<file path="src/rtl/led_pkg.sv">
// Shared constants and control-FSM encoding for the eight-channel LED PWM bank.
package led_pkg;

    localparam int unsigned NUM_LEDS       = 8;
    localparam int unsigned CH_W           = 3;
    localparam int unsigned PWM_PERIOD_DEF = 4000;
    localparam int unsigned DUTY_W_DEF     = 12;

    typedef enum logic {
        IDLE    = 1'b0,
        PENDING = 1'b1
    } state_t;

endpackage

</file>
<file path="src/rtl/led_pwm_bank_if.sv">
// Duty-write handshake plus commit request between an upstream controller and the PWM bank.
interface led_pwm_bank_if #(
    parameter int unsigned DUTY_W = led_pkg::DUTY_W_DEF
);
    logic                      duty_valid;
    logic                      duty_ready;
    logic [led_pkg::CH_W-1:0]  duty_ch;
    logic [DUTY_W-1:0]         duty_val;
    logic                      commit;

    modport master (
        output duty_valid,
        output duty_ch,
        output duty_val,
        output commit,
        input  duty_ready
    );

    modport slave (
        input  duty_valid,
        input  duty_ch,
        input  duty_val,
        input  commit,
        output duty_ready
    );
endinterface

</file>
<file path="src/rtl/pwm_compare_ch.sv">
// One PWM channel: active duty register loaded at period boundaries and a registered compare.
module pwm_compare_ch #(
    parameter int unsigned DUTY_W = led_pkg::DUTY_W_DEF
) (
    input  logic              CLK,
    input  logic              RST,
    input  logic              load,
    input  logic [DUTY_W-1:0] load_val,
    input  logic [DUTY_W-1:0] cnt,
    output logic              led
);

    logic [DUTY_W-1:0] active;

    // Compare uses the pre-load active value; a new duty shows from the next period start.
    always_ff @(posedge CLK or posedge RST) begin
        if (RST) begin
            active <= '0;
            led    <= 1'b0;
        end else begin
            if (load) begin
                active <= load_val;
            end
            led <= (cnt < active);
        end
    end

endmodule

</file>
<file path="src/rtl/led_pwm_bank.sv">
// Eight-channel LED PWM bank: shadow duty registers written over a handshake and
// transferred atomically to the active compare channels at the next period boundary.
module led_pwm_bank #(
    parameter int unsigned PWM_PERIOD = led_pkg::PWM_PERIOD_DEF,
    parameter int unsigned DUTY_W     = led_pkg::DUTY_W_DEF
) (
    input  logic                          CLK,
    input  logic                          RST,
    led_pwm_bank_if.slave                 bus,
    output logic [led_pkg::NUM_LEDS-1:0]  led,
    output logic                          period_tick,
    output logic                          applied
);
    import led_pkg::*;

    localparam logic [DUTY_W-1:0] CNT_LAST = DUTY_W'(PWM_PERIOD - 1);
    localparam logic [DUTY_W-1:0] DUTY_MAX = DUTY_W'(PWM_PERIOD);

    state_t            state;
    state_t            state_nxt;
    logic [DUTY_W-1:0] cnt;
    logic [DUTY_W-1:0] cnt_nxt_c;
    logic [DUTY_W-1:0] wr_val_c;
    logic              accept_c;
    logic              transfer_c;
    logic              ready_q;
    logic [DUTY_W-1:0] shadow [NUM_LEDS];

    assign bus.duty_ready = ready_q;
    assign cnt_nxt_c      = (cnt == CNT_LAST) ? '0 : cnt + DUTY_W'(1);
    assign wr_val_c       = (bus.duty_val > DUTY_MAX) ? DUTY_MAX : bus.duty_val;

    // Period counter and registered status outputs.
    always_ff @(posedge CLK or posedge RST) begin
        if (RST) begin
            cnt         <= '0;
            period_tick <= 1'b0;
            applied     <= 1'b0;
            ready_q     <= 1'b0;
            state       <= IDLE;
        end else begin
            cnt         <= cnt_nxt_c;
            period_tick <= (cnt_nxt_c == CNT_LAST);
            applied     <= transfer_c;
            ready_q     <= (state_nxt == IDLE);
            state       <= state_nxt;
        end
    end

    // Commit arms a transfer; the transfer fires on the last cycle of the period.
    always_comb begin
        state_nxt  = state;
        transfer_c = 1'b0;
        accept_c   = bus.duty_valid & ready_q;
        case (state)
            IDLE: begin
                if (bus.commit) begin
                    state_nxt = PENDING;
                end
            end
            PENDING: begin
                if (cnt == CNT_LAST) begin
                    transfer_c = 1'b1;
                    state_nxt  = IDLE;
                end
            end
            default: state_nxt = IDLE;
        endcase
    end

    always_ff @(posedge CLK or posedge RST) begin
        if (RST) begin
            for (int i = 0; i < int'(NUM_LEDS); i++) begin
                shadow[i] <= '0;
            end
        end else if (accept_c) begin
            shadow[bus.duty_ch] <= wr_val_c;
        end
    end

    for (genvar g = 0; g < int'(NUM_LEDS); g++) begin : g_ch
        pwm_compare_ch #(
            .DUTY_W (DUTY_W)
        ) u_ch (
            .CLK      (CLK),
            .RST      (RST),
            .load     (transfer_c),
            .load_val (shadow[g]),
            .cnt      (cnt),
            .led      (led[g])
        );
    end

endmodule

</file>
<file path="src/flat_wrapper.sv">
// flat-port wrapper written by rule: the top's interface ports become plain ports
module led_pwm_bank_flat import led_pkg::*;
#(
    parameter int unsigned PWM_PERIOD = led_pkg::PWM_PERIOD_DEF,
    parameter int unsigned DUTY_W     = led_pkg::DUTY_W_DEF
)
  (CLK, RST, led, period_tick, applied, bus_duty_valid, bus_duty_ch, bus_duty_val, bus_commit, bus_duty_ready);
  led_pwm_bank_if #(.DUTY_W(DUTY_W)) bus_i ();
  input  logic CLK;
  input  logic RST;
  output logic [led_pkg::NUM_LEDS-1:0] led;
  output logic period_tick;
  output logic applied;
  input wire logic [$bits(bus_i.duty_valid)-1:0] bus_duty_valid;
  input wire logic [$bits(bus_i.duty_ch)-1:0] bus_duty_ch;
  input wire logic [$bits(bus_i.duty_val)-1:0] bus_duty_val;
  input wire logic [$bits(bus_i.commit)-1:0] bus_commit;
  output wire logic [$bits(bus_i.duty_ready)-1:0] bus_duty_ready;
  assign bus_i.duty_valid = bus_duty_valid;
  assign bus_i.duty_ch = bus_duty_ch;
  assign bus_i.duty_val = bus_duty_val;
  assign bus_i.commit = bus_commit;
  assign bus_duty_ready = bus_i.duty_ready;
  led_pwm_bank #(.PWM_PERIOD(PWM_PERIOD), .DUTY_W(DUTY_W)) u_core (.CLK(CLK), .RST(RST), .bus(bus_i), .led(led), .period_tick(period_tick), .applied(applied));
endmodule
</file>
<file path="config.mk">
export PLATFORM = sky130hd
export DESIGN_NAME = led_pwm_bank_flat
export DESIGN_NICKNAME = d
export VERILOG_FILES = /design/src/rtl/led_pkg.sv /design/src/rtl/led_pwm_bank_if.sv /design/src/rtl/pwm_compare_ch.sv /design/src/rtl/led_pwm_bank.sv /design/src/flat_wrapper.sv
export SDC_FILE = /design/constraint.sdc
export NUM_CORES = 1
export LEC_CHECK = 0
export ABC_AREA = 1
export CORE_MARGIN = 4
export CORE_UTILIZATION = 30
export CTS_CLUSTER_SIZE = 20
export DETAILED_ROUTE_END_ITERATION = 6
export PLACE_DENSITY = 0.49
export SYNTH_ARGS = -nofsm -noshare
export SYNTH_HDL_FRONTEND = slang
export SYNTH_HIERARCHICAL = 1
export SYNTH_SLANG_ARGS = --single-unit
</file>
<file path="constraint.sdc">
create_clock -name CLK -period 9.4 [get_ports CLK]
set_input_delay 2.35 -clock CLK [delete_from_list [all_inputs] [get_ports CLK]]
set_output_delay 2.35 -clock CLK [all_outputs]
set_load 0.02 [all_outputs]
</file>
[Yosys cells after proc, flatten, opt, wreduce, memory -nomap -nowiden]
Index checks and enable logic that the tools add are counted.
Cells by class
  add/subtract/negate cells: 1
  multiplexer cells: 10
  bitwise gates (word level): 4
  equal/unequal tests: 2
  reductions and logical operators: 1
  magnitude comparators: 11
Operators with widths (number)
  $bwmux W96: 1
  $lt A12 B12 Y1: 8
  $demux W12 S3: 1
  $mux W12: 3
  $eq A12 B12 Y1 const B: 2
  $add A12 B1 Y12 const B: 1
  $gt A12 B12 Y1 const B: 1
  $ge A4 B4 Y1 const B: 1
  $lt A4 B1 Y1 const B: 1
  $mux W1: 4
  $not A3 Y4: 1
  $not A1 Y1: 2
  $pmux W1 S2: 1
  $and A1 B1 Y1: 1
  $logic_and A1 B1 Y1: 1
Word-level totals
  flip-flop bits (word level): 216
  output and inout port bits: 11
  word-level logic and storage cells: 58

[Logic depth before layout (Yosys ltp)]
  word-level depth: 6
  depth in mapped cells: 9
  gate-level depth less buffers: 9

[Modules after synthesis]
Netlist, hierarchy kept.
Modules (own cells, without submodules)
  pwm_compare_ch: area an instance 768.2 um2, cells an instance 93, times used 8, sequential area each 325.3 um2
  led_pwm_bank: area an instance 4670.7 um2, cells an instance 512, times used 1, sequential area each 2802.7 um2

[Worst setup path before layout]
No wires, ideal clock.
  path type: input to register
  start: in bus_duty_val[8]
  end: reg u_core/shadow[0] (netlist name)
  setup slack: 6093 ps
  stages on the path: 7
  arrival time: 3189 ps
  buffers on the path: 1
  setup time: 117 ps
  path through: inv_2 -> nor3_4 -> nand3_4 -> a21o_4 -> buf_6 -> nand3_1 -> nand2_1
Between the ends
  longest elaborated chain between the ends: 3
Ends and longest elaborated chain
  from (decl): RTL line flat_wrapper.sv:16  | input wire logic [$bits(bus_i.duty_val)-1:0] bus_duty_val;
  $gt A12 B12 Y1: RTL line led_pwm_bank.sv:31  | assign wr_val_c = (bus.duty_val > DUTY_MAX) ? DUTY_MAX : bus.duty_val;
  $mux W12: RTL line led_pwm_bank.sv:31
  $bwmux W96: RTL line led_pwm_bank.sv:77  | shadow[bus.duty_ch] <= wr_val_c;
  to (signal, indexed assignment): RTL line led_pwm_bank.sv:77
  to (decl): RTL line led_pwm_bank.sv:27  | logic [DUTY_W-1:0] shadow [NUM_LEDS];
No other way between the ends.
A chain may end at the register's enable or synchronous reset.

[Worst setup path after layout]
  start: reg u_core.applied
  end: out applied
RTL lines
  from (decl): RTL line led_pwm_bank.sv:12  | output logic applied
  from (signal assigned): RTL line led_pwm_bank.sv:44  | applied <= transfer_c;
  to (decl): RTL line flat_wrapper.sv:13  | output logic applied;
No word-level cell between the ends.

==> results.txt <==
CP delay by family, top: buffers and inverters
H-tree depth: 1
Hold-fix buffers, CTS: 0
PostCTS Resize Cnt: 0
Int Pwr: 1.49 mW
first-pass GRT wire length: 44700 um
endpoints failing setup: 0
Rows: 69
crit path DAT: 1.51 ns
clk root buf: clkbuf_16
WL final: 28200 um
Comb pwr share: 2.9%
register area share after synthesis: 50.0%
die width: 198 um
worst path required time: 7.05 ns
final hold vios: 0
count of warnings emitted by yosys: 6
Crit Path Max Fanout: 1
setup bufs post-CTS: 0
unrepaired setup endpoints after global routing: no
post-DP HPWL: 18000 um
first-pass detailed-route iteration total: 4
Antenna Cells: 0
startpoint types: flip-flop
fill cell count: 3767
Area growth syn-to-layout: 13.0%
slew of the pin with the lowest slew margin: 0.929 ns
Seq pwr share: 49.2%
Num CTS Buffers: 25
core area: 35600 um^2
share of post-route cells with drive strength above 1: 7.78%
most common cell after layout, fill and taps aside: nand2_1
# Max-Cap Violations: 0
largest area contributor in the netlist: dfrtp_1
Worst Skew: 0.0120 ns
top cells by area, synth: dfrtp_1 50%, nand2_1 15%, ha_1 10%
Yosys cell types: 30
CTS Buffer Depth: 3
Synth top area share: 50.0%
Worst Hold Class: reg2reg
Clock transition at path regs: 0.06 ns
# IOs: 30
Final TNS setup: 0 ns
initial antenna violation count: 0
leak pwr: 6.28 nW
DRC errors left: 0
CTS tree: done
FMAX: 259 MHz
via count: 7920
Clock Power Share: 47.9%
clk_lat worst skew: 0.51 ns
Syn Inst Count: 1256
Starting Density: 30.4%
critical path, cell by cell: clkdlybuf4s50_1
GRT Total Usage: 14.6%
Post-DRT Antenna Nets: 0
DR vias/cell: 4.50
net count after synthesis: 1365
Starting DRT DRC Count: 465
nets@finish: 1391
status: completed
WS Path Type: reg2out
Sw Pwr: 0.425 mW
largest net degree at the start of global routing: 87
wire length per cell: 16.0 um
Placer Congestion: 0.754
Buf+Inv Stages, Crit Path: 1
max incr delay on CP: 0.62 ns
Mapped Area: 10800 um^2
overall power: 1.92 mW
Seq cells post-synth: 216
Max rail drop VDD: 0.000111 V
Worst Setup End Kind: output port
final slew viol count: 0
vias in the first global route: 7744
Die Y: 198 um
Synth Area per Inst: 8.61 um^2
Final Critical Period: 3.86 ns
Slowest cell on crit path: clkdlybuf4s50_1
pwr/cell area: 157 nW/um^2
period utilization: 41.1%
total die area: 39200 um^2
Port Buffers: 29
Switching Share: 22.2%
clock sinks: 216
slew margin rel.: 38.1%
commonest non-fill, non-tap cells in the layout: 419 x nand2_1, 216 x dfrtp_1, 175 x inv_1
grt ovf: 0
-- per-layer routing --
metal	part of all wire [%]	vias to the layer above	wire, um	GRT usage [%]
met2	43	118	12200	22.7
met3	3.2	40	901	1.79
met4	2.0	0	574	2.93
li1	-	3984	-	-
met5	0	-	0	0
met1	52	3778	14500	22.0
-- power by group through the flow --
stage	Sequential [mW]	Clock, mW	Combinational [mW]
2_1_floorplan	0.959	0	0.0306
3_3_place_gp	0.961	0	0.0586
6_report	0.944	0.918	0.0563
5_1_grt	0.944	0.993	0.0640
4_1_cts	0.944	0.949	0.0591
3_5_place_dp	0.961	0	0.0590
-- area by class of cell --
class,instances,area (um^2),share of cell area (%)
timing repair buffer,33,320,2.62
inverter,186,701,5.73
sequential,216,5410,44.2
clock buffer,36,697,5.70
multi-input combinational,820,4450,36.4
clock inverter,8,73.8,0.604
tap,461,577,4.72
-- registers in the layout, summed over array words and instances (netlist names) --
signal and flops:
u_core/g_ch.u_ch/active 96, u_core/shadow 96, u_core/cnt 12, u_core/g_ch.u_ch/led 8
u_core/applied 1, u_core/bus.duty_ready 1, u_core/period_tick 1, u_core/state 1
-- synthesized netlist by cell type --
| cell | number |
|---|---|
| or2_2 | 1 |
| nor3_1 | 2 |
| dfrtp_1 | 216 |
| inv_1 | 176 |
| buf_4 | 17 |
| nand4_1 | 1 |
| nor2_1 | 36 |
| nand3_1 | 58 |
| buf_6 | 9 |
| o21ai_1 | 35 |
| a21oi_1 | 24 |
| a21oi_2 | 8 |
| nand3_4 | 1 |
| ha_1 | 90 |
| inv_2 | 10 |
| o21bai_2 | 2 |
| buf_2 | 7 |
| o21ai_0 | 95 |
| nor3_4 | 1 |
| mux2_2 | 8 |
| nand2_2 | 2 |
| buf_1 | 1 |
| a21o_1 | 9 |
| nand3_2 | 1 |
| nand3b_1 | 1 |
| xor2_1 | 1 |
| a21o_4 | 1 |
| nor2_2 | 16 |
| nor2_4 | 8 |
| nand2_1 | 419 |
-- final timing paths --
| check | slack, ns | cells past startpoint | startpoint | end |
|---|---|---|---|---|
| hold / removal | 0.47 | 2 | u_core/shadow[61]$_DFFE_PP0P_ | u_core/g_ch[2].u_ch/active[1]$_DFFE_PP0P_ |
| setup / recovery | 5.54 | 1 | u_core/applied$_DFF_PP0_ | applied |
| hold reg to reg | 0.47 | 2 | u_core/shadow[61]$_DFFE_PP0P_ | u_core/g_ch[2].u_ch/active[1]$_DFFE_PP0P_ |
| min in group asynchronous | 2.53 | 2 | RST | u_core/g_ch[2].u_ch/active[7]$_DFFE_PP0P_ |
| max in group asynchronous | 5.55 | 3 | RST | u_core/shadow[8]$_DFFE_PP0P_ |
| setup reg to reg | 5.76 | 8 | u_core/cnt[1]$_DFF_PP0_ | u_core/g_ch[7].u_ch/active[0]$_DFFE_PP0P_ |
-- metrics by stage --
stage	instance area [um^2]	util [%]	hold WS, ns	instances	setup slack, ns
final	12200	34.4	0.471	1760	5.54
after global routing	12200	34.4	0.501	1760	5.21
after CTS	12200	34.4	0.477	1760	5.43
after detailed placement	11500	32.2	0.465	1716	4.89
after global placement	11500	32.2	0.464	1716	4.97
after floorplan	10800	-	0.444	1256	4.09
-- logic make-up (layout without fill, tap and decap cells) --
kind of cell	Yosys count	after routing	share of synthesized area (%)
AO/OA/AOI/OAI	174	174	8.74
XOR/XNOR	1	1	0.0810
adder cells (fa/ha/maj)	90	90	10.4
buffers and inverters	220	263	8.93
flip-flops	216	216	50.0
multiplexers	8	8	0.833
AND/OR/NAND/NOR	547	547	21.0
Note: power is estimated with default switching activity, not from simulation.
